==> src/rtl/intr_ctrl_pkg.sv <==
// rtl/intr_ctrl_pkg.sv - shared definitions for the interrupt controller
//
// Purpose: FSM state encodings, the INTR_STATE enum and the cfg_addr register
// select constants used by intr_ctrl and its sub-module.
// Ports: none (package).

package intr_ctrl_pkg;

  // Raw encodings kept as plain constants so older code that compares against
  // bit patterns keeps working; the enum below is built on the same values.
  localparam logic [1:0] ST_IDLE    = 2'd0;
  localparam logic [1:0] ST_REQ     = 2'd1;
  localparam logic [1:0] ST_SERVICE = 2'd2;

  typedef enum logic [1:0] {
    IDLE    = ST_IDLE,
    REQ     = ST_REQ,
    SERVICE = ST_SERVICE
  } INTR_STATE;

  // cfg_addr register selects
  localparam logic [1:0] CFG_ADDR_MASK  = 2'd0;
  localparam logic [1:0] CFG_ADDR_PCLR  = 2'd1;
  localparam logic [1:0] CFG_ADDR_TIMER = 2'd2;

endpackage

==> src/rtl/intr_sync_edge.sv <==
// rtl/intr_sync_edge.sv - two-flop synchronizer plus rising-edge detector
//
// Purpose: brings one asynchronous level-high interrupt line into the clk
// domain and produces a single-cycle pulse on each synchronized rising edge.
// Ports:
//   clk        input  clock
//   reset      input  synchronous, active-high reset
//   async_in   input  asynchronous interrupt line
//   rise       output one-cycle pulse, combinational from the synchronizer flops

module intr_sync_edge (
  input  logic clk,
  input  logic reset,
  input  logic async_in,
  output logic rise
);

  logic meta_q, meta_d;
  logic sync_q, sync_d;
  logic prev_q, prev_d;

  always_comb begin
    meta_d = async_in;
    sync_d = meta_q;
    prev_d = sync_q;
  end

  always_ff @(posedge clk) begin
    if (reset) begin
      meta_q <= 1'b0;
      sync_q <= 1'b0;
      prev_q <= 1'b0;
    end else begin
      meta_q <= meta_d;
      sync_q <= sync_d;
      prev_q <= prev_d;
    end
  end

  // Left combinational so the pending register is the only detect-stage flop,
  // which keeps irq_in-to-irr at exactly four clocks.
  assign rise = sync_q & ~prev_q;

endmodule

==> src/rtl/intr_ctrl.sv <==
// rtl/intr_ctrl.sv - fixed-priority vectored interrupt controller
//
// Purpose: synchronizes and edge-detects NSRC interrupt lines into a pending
// register, masks them, and runs an IDLE/REQ/SERVICE handshake with the
// execute stage. Optional periodic timer source on pending[0] when the macro
// INTR_TIMER_EN is defined; without it no timer logic exists.
// Ports:
//   clk, reset   clock and synchronous active-high reset
//   irq_in       asynchronous level-high device interrupt lines
//   icall_ack    execute stage took the interrupt call (pulse)
//   iret_ack     execute stage retired an iret (pulse)
//   cfg_we       configuration write strobe
//   cfg_addr     0 = mask, 1 = pending-clear, 2 = timer reload
//   cfg_wdata    configuration write data
//   irr          registered interrupt request
//   intr_vec     registered index of the requested / serviced source
//   busy         high while an interrupt is in service

module intr_ctrl
  import intr_ctrl_pkg::*;
#(
  parameter int NSRC = 8,
  parameter int VW   = $clog2(NSRC)
) (
  input  logic            clk,
  input  logic            reset,
  input  logic [NSRC-1:0] irq_in,
  input  logic            icall_ack,
  input  logic            iret_ack,
  input  logic            cfg_we,
  input  logic [1:0]      cfg_addr,
  input  logic [15:0]     cfg_wdata,
  output logic            irr,
  output logic [VW-1:0]   intr_vec,
  output logic            busy
);

  logic [NSRC-1:0] rise;
  logic [NSRC-1:0] pending_q, pending_d;
  logic [NSRC-1:0] mask_q, mask_d;
  logic [NSRC-1:0] set_vec, clr_vec, eligible;
  logic [VW-1:0]   sel_vec;
  logic            any_eligible;
  logic            take_call;
  logic            timer_set;
  INTR_STATE       state_q, state_d;
  logic            irr_q, irr_d;
  logic [VW-1:0]   vec_q, vec_d;
  logic            busy_q, busy_d;
  logic            unused_cfg;

  assign unused_cfg = ^cfg_wdata;

  for (genvar i = 0; i < NSRC; i++) begin : g_src
    intr_sync_edge u_sync_edge (
      .clk      (clk),
      .reset    (reset),
      .async_in (irq_in[i]),
      .rise     (rise[i])
    );
  end

`ifdef INTR_TIMER_EN
  logic [15:0] reload_q, reload_d;
  logic [15:0] count_q, count_d;

  // Counts reload, reload-1, ..., 0 and fires on 0, so the period is reload+1.
  always_comb begin
    reload_d  = reload_q;
    count_d   = count_q;
    timer_set = (reload_q != 16'd0) && (count_q == 16'd0);
    if (cfg_we && cfg_addr == CFG_ADDR_TIMER) begin
      reload_d = cfg_wdata;
      count_d  = cfg_wdata;
    end else if (reload_q != 16'd0) begin
      count_d = (count_q == 16'd0) ? reload_q : count_q - 16'd1;
    end
  end

  always_ff @(posedge clk) begin
    if (reset) begin
      reload_q <= 16'd0;
      count_q  <= 16'd0;
    end else begin
      reload_q <= reload_d;
      count_q  <= count_d;
    end
  end
`else
  assign timer_set = 1'b0;
`endif

  assign take_call = (state_q == REQ) && icall_ack;

  // Pending / mask update; sets are ORed in last so they win over clears.
  always_comb begin
    set_vec    = rise;
    set_vec[0] = rise[0] | timer_set;
    clr_vec    = '0;
    if (cfg_we && cfg_addr == CFG_ADDR_PCLR) begin
      clr_vec = cfg_wdata[NSRC-1:0];
    end
    if (take_call) begin
      clr_vec[vec_q] = 1'b1;
    end
    pending_d = (pending_q & ~clr_vec) | set_vec;

    mask_d = mask_q;
    if (cfg_we && cfg_addr == CFG_ADDR_MASK) begin
      mask_d = cfg_wdata[NSRC-1:0];
    end
  end

  // Fixed priority: scanning downward lets the lowest eligible index win.
  always_comb begin
    eligible     = pending_q & mask_q;
    any_eligible = |eligible;
    sel_vec      = '0;
    for (int i = NSRC - 1; i >= 0; i--) begin
      if (eligible[i]) begin
        sel_vec = VW'(i);
      end
    end
  end

  always_comb begin
    state_d = state_q;
    irr_d   = irr_q;
    vec_d   = vec_q;
    busy_d  = busy_q;
    case (state_q)
      IDLE: begin
        if (any_eligible) begin
          state_d = REQ;
          irr_d   = 1'b1;
          vec_d   = sel_vec;
        end
      end
      REQ: begin
        if (icall_ack) begin
          // The vector presented this cycle is the one being called; freeze it.
          state_d = SERVICE;
          irr_d   = 1'b0;
          busy_d  = 1'b1;
        end else if (!any_eligible) begin
          state_d = IDLE;
          irr_d   = 1'b0;
        end else begin
          vec_d = sel_vec;
        end
      end
      SERVICE: begin
        if (iret_ack) begin
          state_d = IDLE;
          busy_d  = 1'b0;
        end
      end
      default: begin
        state_d = IDLE;
        irr_d   = 1'b0;
        busy_d  = 1'b0;
      end
    endcase
  end

  always_ff @(posedge clk) begin
    if (reset) begin
      pending_q <= '0;
      mask_q    <= '0;
      state_q   <= IDLE;
      irr_q     <= 1'b0;
      vec_q     <= '0;
      busy_q    <= 1'b0;
    end else begin
      pending_q <= pending_d;
      mask_q    <= mask_d;
      state_q   <= state_d;
      irr_q     <= irr_d;
      vec_q     <= vec_d;
      busy_q    <= busy_d;
    end
  end

  assign irr      = irr_q;
  assign intr_vec = vec_q;
  assign busy     = busy_q;

endmodule

==> config.mk <==
export PLATFORM = sky130hd
export DESIGN_NAME = intr_ctrl
export DESIGN_NICKNAME = d
export VERILOG_FILES = /design/src/rtl/intr_ctrl_pkg.sv /design/src/rtl/intr_sync_edge.sv /design/src/rtl/intr_ctrl.sv
export SDC_FILE = /design/constraint.sdc
export NUM_CORES = 1
export LEC_CHECK = 0
export CAP_MARGIN = 20
export CORE_UTILIZATION = 49
export CTS_BUF_LIST = sky130_fd_sc_hd__clkbuf_8
export DETAILED_ROUTE_END_ITERATION = 10
export PLACE_DENSITY = 0.77
export SETUP_SLACK_MARGIN = 0.2
export SYNTH_ARGS = -nofsm -noshare
export SYNTH_HDL_FRONTEND = slang
export SYNTH_SLANG_ARGS = --single-unit
==> constraint.sdc <==
create_clock -name clk -period 1.55 [get_ports clk]
set_input_delay 0.3875 -clock clk [delete_from_list [all_inputs] [get_ports clk]]
set_output_delay 0.3875 -clock clk [all_outputs]
set_load 0.1 [all_outputs]
==> impl_metrics.yaml, run 1 <==
status:
  outcome: "finished, final reports clean"
place:
  gp_congestion: 0.846
  hpwl_mm: 2.62
  dpl_cell_area_sq_mm: 0.00221
  dp_slack_ns: -0.191
  io_buffers: 27
layout:
  final_nets: 242
  drive_above_1_share_pct: 20.3
  area_delta_synth_final_pct: 34.2
  fill_cells: 254
  diodes: 0
  fin_area_sq_mm: 0.00236
worst_setup_path:
  critPathMaxStageDelay_ns: 0.47
  path_max_fanout: 8
  cp-end-kind: "flop"
  crit_arrival_ns: 1.54
  critPathBufInv: 2
  critPathLaunchType: "input port"
  path_cells: "clkdlybuf4s50_1 > nor3b_2 > buf_4 > mux2i_1 > nor2_1"
  cp.required_ns: 1.75
  crit_family: "buffers and inverters"
  slowest_stage: "clkdlybuf4s50_1"
  path_class: "in -> reg"
sta:
  max_freq_mhz: 749
  min_period_ns: 1.34
  worst_slack_ns: 0.215
  setup_tns_ns: 0
  rsz0062_at_grt: "yes"
  setup_viol: 0
  maxSlewHeadroom_pct: 79.9
  final_max_slew_viol_count: 0
  hold_viol: 0
  hold_ws_ns: 0.444
  skew_ns: 0.00627
  finalCritPeriodShare_pct: 86.2
  worst_slew_pin_slew_ns: 0.297
clock_network:
  path_clk_slew_ns: 0.09
  clk_root_buffer_cell: "clkbuf_8"
  cts.sinks: 47
  clock_path_buffers: 2
  cts_tree: "done"
  clk_latency_ns: 0.31
  cts_buffers: 5
  cts.htree.levels: 2
  postCtsHoldBufs: 0
route:
  dr_total_vias: 1365
  avgRoutedWirePerCell_um: 13.9
  drc: 0
  vias_per_cell: 5.29
  drt_iter0_markers: 59
  postRouteAntennaNets: 0
  routed_wl_mm: 3.58
  first_pass_iters: 5
synthesis:
  synth.area.top_cells: "dfxtp_1 (53%), nor2b_1 (8.9%), mux2i_1 (4.6%), nand2b_1 (3.6%), a221oi_1 (3.0%)"
  synthesis.area_sq_mm: 0.00176
  syn_area_per_cell_sq_um: 10.1
  yosysTopAreaCell: "dfxtp_1"
  yosysSeqAreaShare_pct: 53.5
  yosysWarnings: 0
  synth_top_area_share_pct: 53.5
  syn-num-nets: 205
  synthCells: 174
  synth_cell_types: 30
  ys_seq_elements: 47
grt:
  grt_pass1_vias: 1284
  antenna_found_initial: 0
  grt_max_degree: 26
  grt_util_all_layers_pct: 21.0
  grt_first_pass_wirelength_mm: 5.62
  gr-total-overflow: 0
floorplan:
  num_rows: 21
  io_pins: 36
  core_sq_mm: 0.00339
  die_h_um: 61.9
  die_x_um: 61.9
  die_area_sq_mm: 0.00383
  start_util_pct: 51.9
hold_path:
  hold_class: "reg -> reg"
power:
  p_leak_nw: 0.980
  finalPower_mw: 2.32
  pwr_density_cell_mw_per_mm2: 985
  ir_worst_vdd_mv: 0.797
run:
  drv_cap: 0
[synthesized netlist by cell type, drive strengths merged]
library cell,number
nand2,8
mux2i,8
buf,7
dfxtp,47
nor2b,25
nand4,1
nor3b,1
a22oi,4
clkinv,1
nand3b,1
o21ai,5
a41o,1
nor4b,1
a22o,2
nand2b,10
nor3,1
a221oi,8
nand3,2
and3b,2
inv,10
nor2,13
a21o,6
a21oi,8
a32oi,2
[repair_timing]
action,CTS,global route
setup endpoints to repair,9,18
buffers inserted,0,0
gates resized for setup,4,9
endpoints found under the hold margin,0,0
pin swaps,0,5
[sequential cells by signal, indices dropped and copies added, names as in the netlist]
signal                    count
state_q                       2
busy                          1
irr                           1
g_src.u_sync_edge.meta_q      8
mask_q                        8
g_src.u_sync_edge.prev_q      8
g_src.u_sync_edge.prev_d      8
intr_vec                      3
pending_q                     8
[worst paths after layout]
kind / cells past startpoint / from / to / slack, ns
hold reg to reg: 1 / g_src[4].u_sync_edge.meta_q$_SDFF_PP0_ / g_src[4].u_sync_edge.prev_d$_SDFF_PP0_ / 0.44
hold / removal: 1 / g_src[4].u_sync_edge.meta_q$_SDFF_PP0_ / g_src[4].u_sync_edge.prev_d$_SDFF_PP0_ / 0.44
setup / recovery: 5 / cfg_we / mask_q[4]$_SDFFE_PP0P_ / 0.21
setup reg to reg: 4 / pending_q[6]$_SDFF_PP0_ / intr_vec[2]$_SDFFE_PP0P_ / 0.27
[layout make-up]
class	count	area [sq um]	share of cell area (%)
Inverter	11	41.3	1.75
Tap cell	46	57.6	2.44
Timing Repair Buffer	37	424	18.0
Clock inverter	2	16.3	0.689
Clock buffer	6	82.6	3.50
Multi-Input combinational cell	109	788	33.4
Sequential cell	47	951	40.3
[layout by cell type (no fill, tap or decap), types with 6 or more instances in the layout]
cell             netlist  routed
dfxtp_1               47      43
nor2b_1               25      25
clkdlybuf4s50_1        0      19
nor2_1                11      11
inv_1                 10      10
nand2b_1              10      10
nand2_1                8       8
mux2i_1                8       8
buf_4                  0       8
buf_12                 0       7
a221oi_2               2       6
a21o_1                 6       6
clkbuf_8               0       6
[metrics by stage]
step	std cells	utilization, %
after floorplan	174	-
after global placement	250	65.3
after detailed placement	250	65.3
after CTS	258	68.5
after global routing	258	69.7
final	258	69.7
[power by group]
part	internal, mW	total [mW]	switching [mW]
registers	1.25	1.29	0.0334
logic	0.136	0.256	0.120
clock network	0.364	0.781	0.417
[cell families (layout without fill, tap and decap cells)]
group           after synthesis  in the layout  share of synthesized area [%]
simple gates                 65             65                           22.0
flops                        47             47                           53.5
compound gates               36             36                           15.7
buf+inv                      18             56                           4.20
mux                           8              8                           4.55
[per-layer routing]
layer	track usage (%)	up-vias	part of all wire, %
met5	0	-	0
met4	11.7	0	2.7
met3	7.45	9	6.4
met2	33.2	47	50
met1	25.0	638	41
li1	-	671	-
No activity file was read; power rests on OpenSTA's default activity.
==> run 2: changes to the inputs <==
--- a/config.mk
+++ b/config.mk
@@ -8,6 +8,7 @@
 export CAP_MARGIN = 20
 export CORE_UTILIZATION = 49
 export CTS_BUF_LIST = sky130_fd_sc_hd__clkbuf_8
+export CTS_CLUSTER_DIAMETER = 60
 export DETAILED_ROUTE_END_ITERATION = 10
 export PLACE_DENSITY = 0.77
 export SETUP_SLACK_MARGIN = 0.2
==> constraint.sdc (replaced) <==
create_clock -name clk -period 1.55 [get_ports clk]
set_input_delay 0.31 -clock clk [delete_from_list [all_inputs] [get_ports clk]]
set_output_delay 0.31 -clock clk [all_outputs]
set_load 0.1 [all_outputs]
==> run 2 against run 1 <==
Clock power down 2%; clock skew down 0.0024 ns; first-iteration DRC count up 12%; critical path depth unchanged; total power down 1.1%; maximum frequency up 1.4%; utilization down 2.1 points; highest routed layer unchanged.
==> impl_metrics.yaml, run 2 (synthesized netlist as in run 1, its figures left out) <==
worst_setup_path:
  regToRegSetupSlack_ns: 0.29
  cp.required_ns: 1.75
  path_cells: "clkdlybuf4s50_1 > nand3b_4 > nor2_4 > nand3_1 > a22o_1"
  slowest_stage: "clkdlybuf4s50_1"
  path_max_fanout: 4
  cp-end-kind: "flop"
  reg2reg_from: "state_q[0]$_SDFFE_PP0P_"
  reg2reg_to: "pending_q[7]$_SDFF_PP0_"
  critPathBufInv: 1
  crit_arrival_ns: 1.52
  path_class: "in -> reg"
  crit_family: "buffers and inverters"
  critPathMaxStageDelay_ns: 0.58
  critPathLaunchType: "input port"
  ff2ff_path_depth: 4
power:
  pwr_density_cell_mw_per_mm2: 1000
  intPower_mw: 1.75
  ir_worst_vdd_mv: 0.644
  finalPower_mw: 2.30
  p_seq_share_pct: 56.1
  clkPwrFrac_pct: 33.4
  p_leak_nw: 0.929
  switching_power_uw: 549
  comb_power_share_pct: 10.5
  switching_share_pct: 23.9
sta:
  hold_viol: 0
  hold_ws_ns: 0.439
  worst_slew_pin_slew_ns: 0.322
  final_max_slew_viol_count: 0
  finalCritPeriodShare_pct: 85.0
  rsz0062_at_grt: "yes"
  setup_viol: 0
  min_period_ns: 1.32
  maxSlewHeadroom_pct: 78.5
  skew_ns: 0.00386
  max_freq_mhz: 759
route:
  postRouteAntennaNets: 0
  vias_per_cell: 5.10
  drt_iter0_markers: 66
  avgRoutedWirePerCell_um: 13.2
  dr_total_vias: 1306
  drc: 0
  routed_wl_mm: 3.38
  first_pass_iters: 4
floorplan:
  io_pins: 36
  core_sq_mm: 0.00339
  die_area_sq_mm: 0.00383
  num_rows: 21
  die_h_um: 61.9
  die_x_um: 61.9
  start_util_pct: 51.9
hold_path:
  holdCritStartpoint: "g_src[6].u_sync_edge.meta_q$_SDFF_PP0_"
  hold_class: "reg -> reg"
  hold_depth: 1
  hold_path_end: "g_src[6].u_sync_edge.prev_d$_SDFF_PP0_"
grt:
  gr-total-overflow: 0
  antenna_found_initial: 0
  grt_pass1_vias: 1216
  grt_first_pass_wirelength_mm: 5.35
  grt_max_degree: 35
  grt_util_all_layers_pct: 20.1
layout:
  drive_above_1_share_pct: 16.2
  final_cell_mix: "dfxtp_1 (43), nor2b_1 (25), clkdlybuf4s50_1 (22), nor2_1 (11)"
  layout.cells.most_common: "dfxtp_1"
  final_core_util_pct: 67.6
  area_delta_synth_final_pct: 30.2
  final_nets: 240
  diodes: 0
clock_network:
  cts.sinks: 47
  postCtsHoldBufs: 0
  cts_buffers: 5
  clock_path_buffers: 2
  path_clk_slew_ns: 0.08
  cts.htree.levels: 2
  cts_tree: "done"
  clk_root_buffer_cell: "clkbuf_8"
  clk_latency_ns: 0.30
place:
  gp_congestion: 0.880
  hpwl_mm: 2.48
  io_buffers: 27
run:
  drv_cap: 0
status:
  outcome: "finished, final reports clean"
==> run 2: cell count changes in the layout (fill, tap and decap cells not counted), moves of 2 or more <==
cell,before,now
a21oi_2,3,1
clkdlybuf4s50_1,19,22
a221oi_1,2,6
a21oi_1,5,7
dlymetal6s2s_1,2,0
a221oi_2,6,2
==> run 2: worst max-delay path by stage <==
stage                                   startpoint  cells past startpoint                        to  slack [ns]
final                                    icall_ack                      5   pending_q[7]$_SDFF_PP0_        0.23
after global routing       pending_q[5]$_SDFF_PP0_                      4  intr_vec[1]$_SDFFE_PP0P_        0.20
after CTS                              cfg_addr[0]                      4   pending_q[7]$_SDFF_PP0_        0.24
after detailed placement               cfg_addr[0]                      4   pending_q[7]$_SDFF_PP0_       -0.09
after global placement                 cfg_addr[0]                      4   pending_q[7]$_SDFF_PP0_       -0.07
after floorplan           intr_vec[2]$_SDFFE_PP0P_                      4   pending_q[7]$_SDFF_PP0_        0.25
==> run 2: layout make-up <==
type | count | area, sq um
clock inverter | 2 | 16.3
inverter | 11 | 41.3
fill | 262 | 1100
clock buffer | 6 | 82.6
timing repair buffer | 35 | 393
multi-input combinational | 109 | 751
tap | 46 | 57.6
sequential | 47 | 948
==> run 2: metrics by stage <==
step	cells	setup TNS (ns)	instance area (sq um)	setup WS [ns]
6_report	256	0	2290	0.233
5_1_grt	256	0	2290	0.198
4_1_cts	256	0	2280	0.240
3_5_place_dp	248	-0.494	2180	-0.0878
3_3_place_gp	248	-0.296	2180	-0.0688
2_1_floorplan	174	0	1770	0.249
==> run 2: what timing repair did <==
| item | 4_1_cts | 5_1_grt |
|---|---|---|
| setup buffers | 0 | 0 |
| setup endpoints to repair | 0 | 7 |
| resized for setup | 0 | 2 |
==> run 2: metal layers <==
metal,up-vias,global-route usage (%),part of all wire (%)
met5,-,0,0
met2,39,31.6,50
met1,599,24.1,43
met3,7,6.83,4.9
met4,0,11.1,2.0
li1,661,-,-
==> run 2: power groups by stage <==
stage / Clock [mW] / Sequential (mW) / Combinational (mW)
after CTS: 0.790 / 1.29 / 0.244
final: 0.767 / 1.29 / 0.242
after global routing: 0.843 / 1.30 / 0.260
after detailed placement: 0 / 1.32 / 0.243
after global placement: 0 / 1.31 / 0.235
after floorplan: 0 / 1.34 / 0.0939
==> run 3: changes to the inputs <==
--- a/config.mk
+++ b/config.mk
@@ -6,7 +6,7 @@
 export NUM_CORES = 1
 export LEC_CHECK = 0
 export CAP_MARGIN = 20
-export CORE_UTILIZATION = 49
+export CORE_UTILIZATION = 47
 export CTS_BUF_LIST = sky130_fd_sc_hd__clkbuf_8
 export CTS_CLUSTER_DIAMETER = 60
 export DETAILED_ROUTE_END_ITERATION = 10
==> constraint.sdc (replaced) <==
create_clock -name clk -period 1.2 [get_ports clk]
set_input_delay 0.24 -clock clk [delete_from_list [all_inputs] [get_ports clk]]
set_output_delay 0.24 -clock clk [all_outputs]
set_load 0.1 [all_outputs]
==> run 3 against run 2 <==
The run now ends with setup timing left; utilization increased by 4.3 points; flip-flop and latch count unchanged; sequential power increased by 29%; global-route usage increased by 0.69 points; clock power increased by 20%; clock skew increased by 0.00061 ns; routed wire length increased by 13%; register-to-register slack got worse by 0.37 ns; final cell count increased by 5.1%; worst setup slack got worse by 0.32 ns; via count increased by 6.5%; total power increased by 28%.
==> impl_metrics.yaml, run 3 (synthesized netlist as in run 1, its figures left out) <==
status:
  outcome: "finished, violations left"
  violations: "setup timing"
layout:
  layout.cells.most_common: "dfxtp_1"
  final_nets: 253
  multi_input_area_sq_um: 808
  fill_cells: 263
  final_cell_mix: "dfxtp_1 (37), nor2b_1 (24), clkdlybuf4s50_1 (17), buf_4 (16), inv_1 (11)"
  diodes: 0
  seqCellArea_sq_um: 963
  fin_area_sq_mm: 0.00249
  area_delta_synth_final_pct: 41.6
  drive_above_1_share_pct: 29.1
worst_setup_path:
  startpoint: "pending_q[5]$_SDFF_PP0_"
  reg2reg_to: "intr_vec[2]$_SDFFE_PP0P_"
  cp.required_ns: 1.38
  cp-end-kind: "flop"
  regToRegSetupSlack_ns: -0.08
  critPathLaunchType: "flop"
  reg2reg_from: "pending_q[5]$_SDFF_PP0_"
  ff2ff_path_depth: 4
  path_max_fanout: 5
  crit_arrival_ns: 1.46
  path_class: "reg -> reg"
floorplan:
  die_h_um: 63.2
  die_x_um: 63.2
  start_util_pct: 50.7
  die_area_sq_mm: 0.00399
  num_rows: 21
  core_sq_mm: 0.00347
  io_pins: 36
grt:
  antenna_found_initial: 0
  grt_max_degree: 16
  grt_first_pass_wirelength_mm: 6.27
  grt_util_all_layers_pct: 20.8
  grt_pass1_vias: 1369
  gr-total-overflow: 0
place:
  dp_slack_ns: -0.344
  gp_congestion: 0.855
  hpwl_mm: 2.52
  io_buffers: 27
  dpl_cell_area_sq_mm: 0.00228
power:
  intPower_mw: 2.22
  p_seq_share_pct: 56.2
  comb_power_share_pct: 12.7
  clkPwrFrac_pct: 31.1
  switching_share_pct: 24.6
  p_leak_nw: 1.04
  ir_worst_vdd_mv: 0.850
  switching_power_uw: 725
  pwr_density_cell_mw_per_mm2: 1180
clock_network:
  path_clk_slew_ns: 0.08
  cts.htree.levels: 2
  clk_latency_ns: 0.30
  clk_root_buffer_cell: "clkbuf_8"
  cts_tree: "done"
  postCtsHoldBufs: 0
  clock_path_buffers: 2
  cts.sinks: 47
  cts_buffers: 5
sta:
  finalCritPeriodShare_pct: 107
  worst_slack_ns: -0.0847
  skew_ns: 0.00448
  rsz0062_at_grt: "yes"
  hold_viol: 0
  maxSlewHeadroom_pct: 79.2
  min_period_ns: 1.28
  final_max_slew_viol_count: 0
  setup_viol: 5
  worst_slew_pin_slew_ns: 0.311
  max_freq_mhz: 778
run:
  drv_cap: 0
hold_path:
  hold_depth: 1
  hold_class: "reg -> reg"
  holdCritStartpoint: "g_src[0].u_sync_edge.meta_q$_SDFF_PP0_"
  hold_path_end: "g_src[0].u_sync_edge.prev_d$_SDFF_PP0_"
route:
  dr_total_vias: 1391
  avgRoutedWirePerCell_um: 14.2
  drc: 0
  vias_per_cell: 5.17
  drt_iter0_markers: 62
  routed_wl_mm: 3.81
  first_pass_iters: 4
  postRouteAntennaNets: 0
[run 3: worst max path at each step]
stage                               end  slack (ns)  depth (start not counted)
2_1_floorplan   pending_q[7]$_SDFF_PP0_        0.04                          4
3_3_place_gp    pending_q[7]$_SDFF_PP0_       -0.33                          4
3_5_place_dp    pending_q[7]$_SDFF_PP0_       -0.34                          5
4_1_cts        intr_vec[0]$_SDFFE_PP0P_       -0.01                          4
5_1_grt        intr_vec[1]$_SDFFE_PP0P_       -0.17                          4
6_report       intr_vec[2]$_SDFFE_PP0P_       -0.08                          4
[run 3: layout make-up]
class / instances / area share, %
Sequential cell: 47 / 38.7
Multi-Input combinational cell: 109 / 32.4
Timing Repair Buffer: 48 / 21.2
Clock buffer: 5 / 2.76
Tap cell: 46 / 2.31
Inverter: 11 / 1.86
Clock inverter: 3 / 0.703
[run 3: repair_timing]
item / CTS / global route
gates resized for setup: 14 / 8
gates cloned: 1 / 0
setup endpoints to repair: 42 / 26
endpoints found under the hold margin: 0 / 0
pin swaps: 8 / 3
setup buffers: 5 / 0
[run 3: critical path: stages (launching register included)]
cell,delay [ns]
dfxtp_2,0.33
a22oi_2,0.24
nand4_1,0.31
nand2_2,0.21
a221oi_2,0.07
[run 3: power by group through the flow]
stage	clock (mW)	combinational, mW	sequential (mW)
after global routing	1.01	0.397	1.67
after global placement	0	0.326	1.69
after detailed placement	0	0.333	1.70
after floorplan	0	0.122	1.73
final	0.917	0.373	1.66
after CTS	0.944	0.360	1.66
[run 3: metrics by stage]
stage / instances / utilization (%) / hold slack (ns) / TNS, ns / total power, mW
floorplan: 174 / - / 0.368 / 0 / 1.85
global placement: 255 / 65.7 / 0.421 / -8.01 / 2.02
detailed placement: 255 / 65.7 / 0.424 / -8.76 / 2.03
CTS: 269 / 70.9 / 0.445 / -0.0107 / 2.96
global route: 269 / 71.8 / 0.456 / -0.767 / 3.07
finish: 269 / 71.8 / 0.442 / -0.316 / 2.95
[run 3: routing by layer]
metal	part of all wire, %	global-route usage (%)	wire [um]	vias to the layer above
li1	-	-	-	689
met1	45	24.2	1730	653
met2	47	33.5	1790	37
met3	4.4	6.52	168	12
met4	3.2	11.9	123	0
met5	0	0	0	-
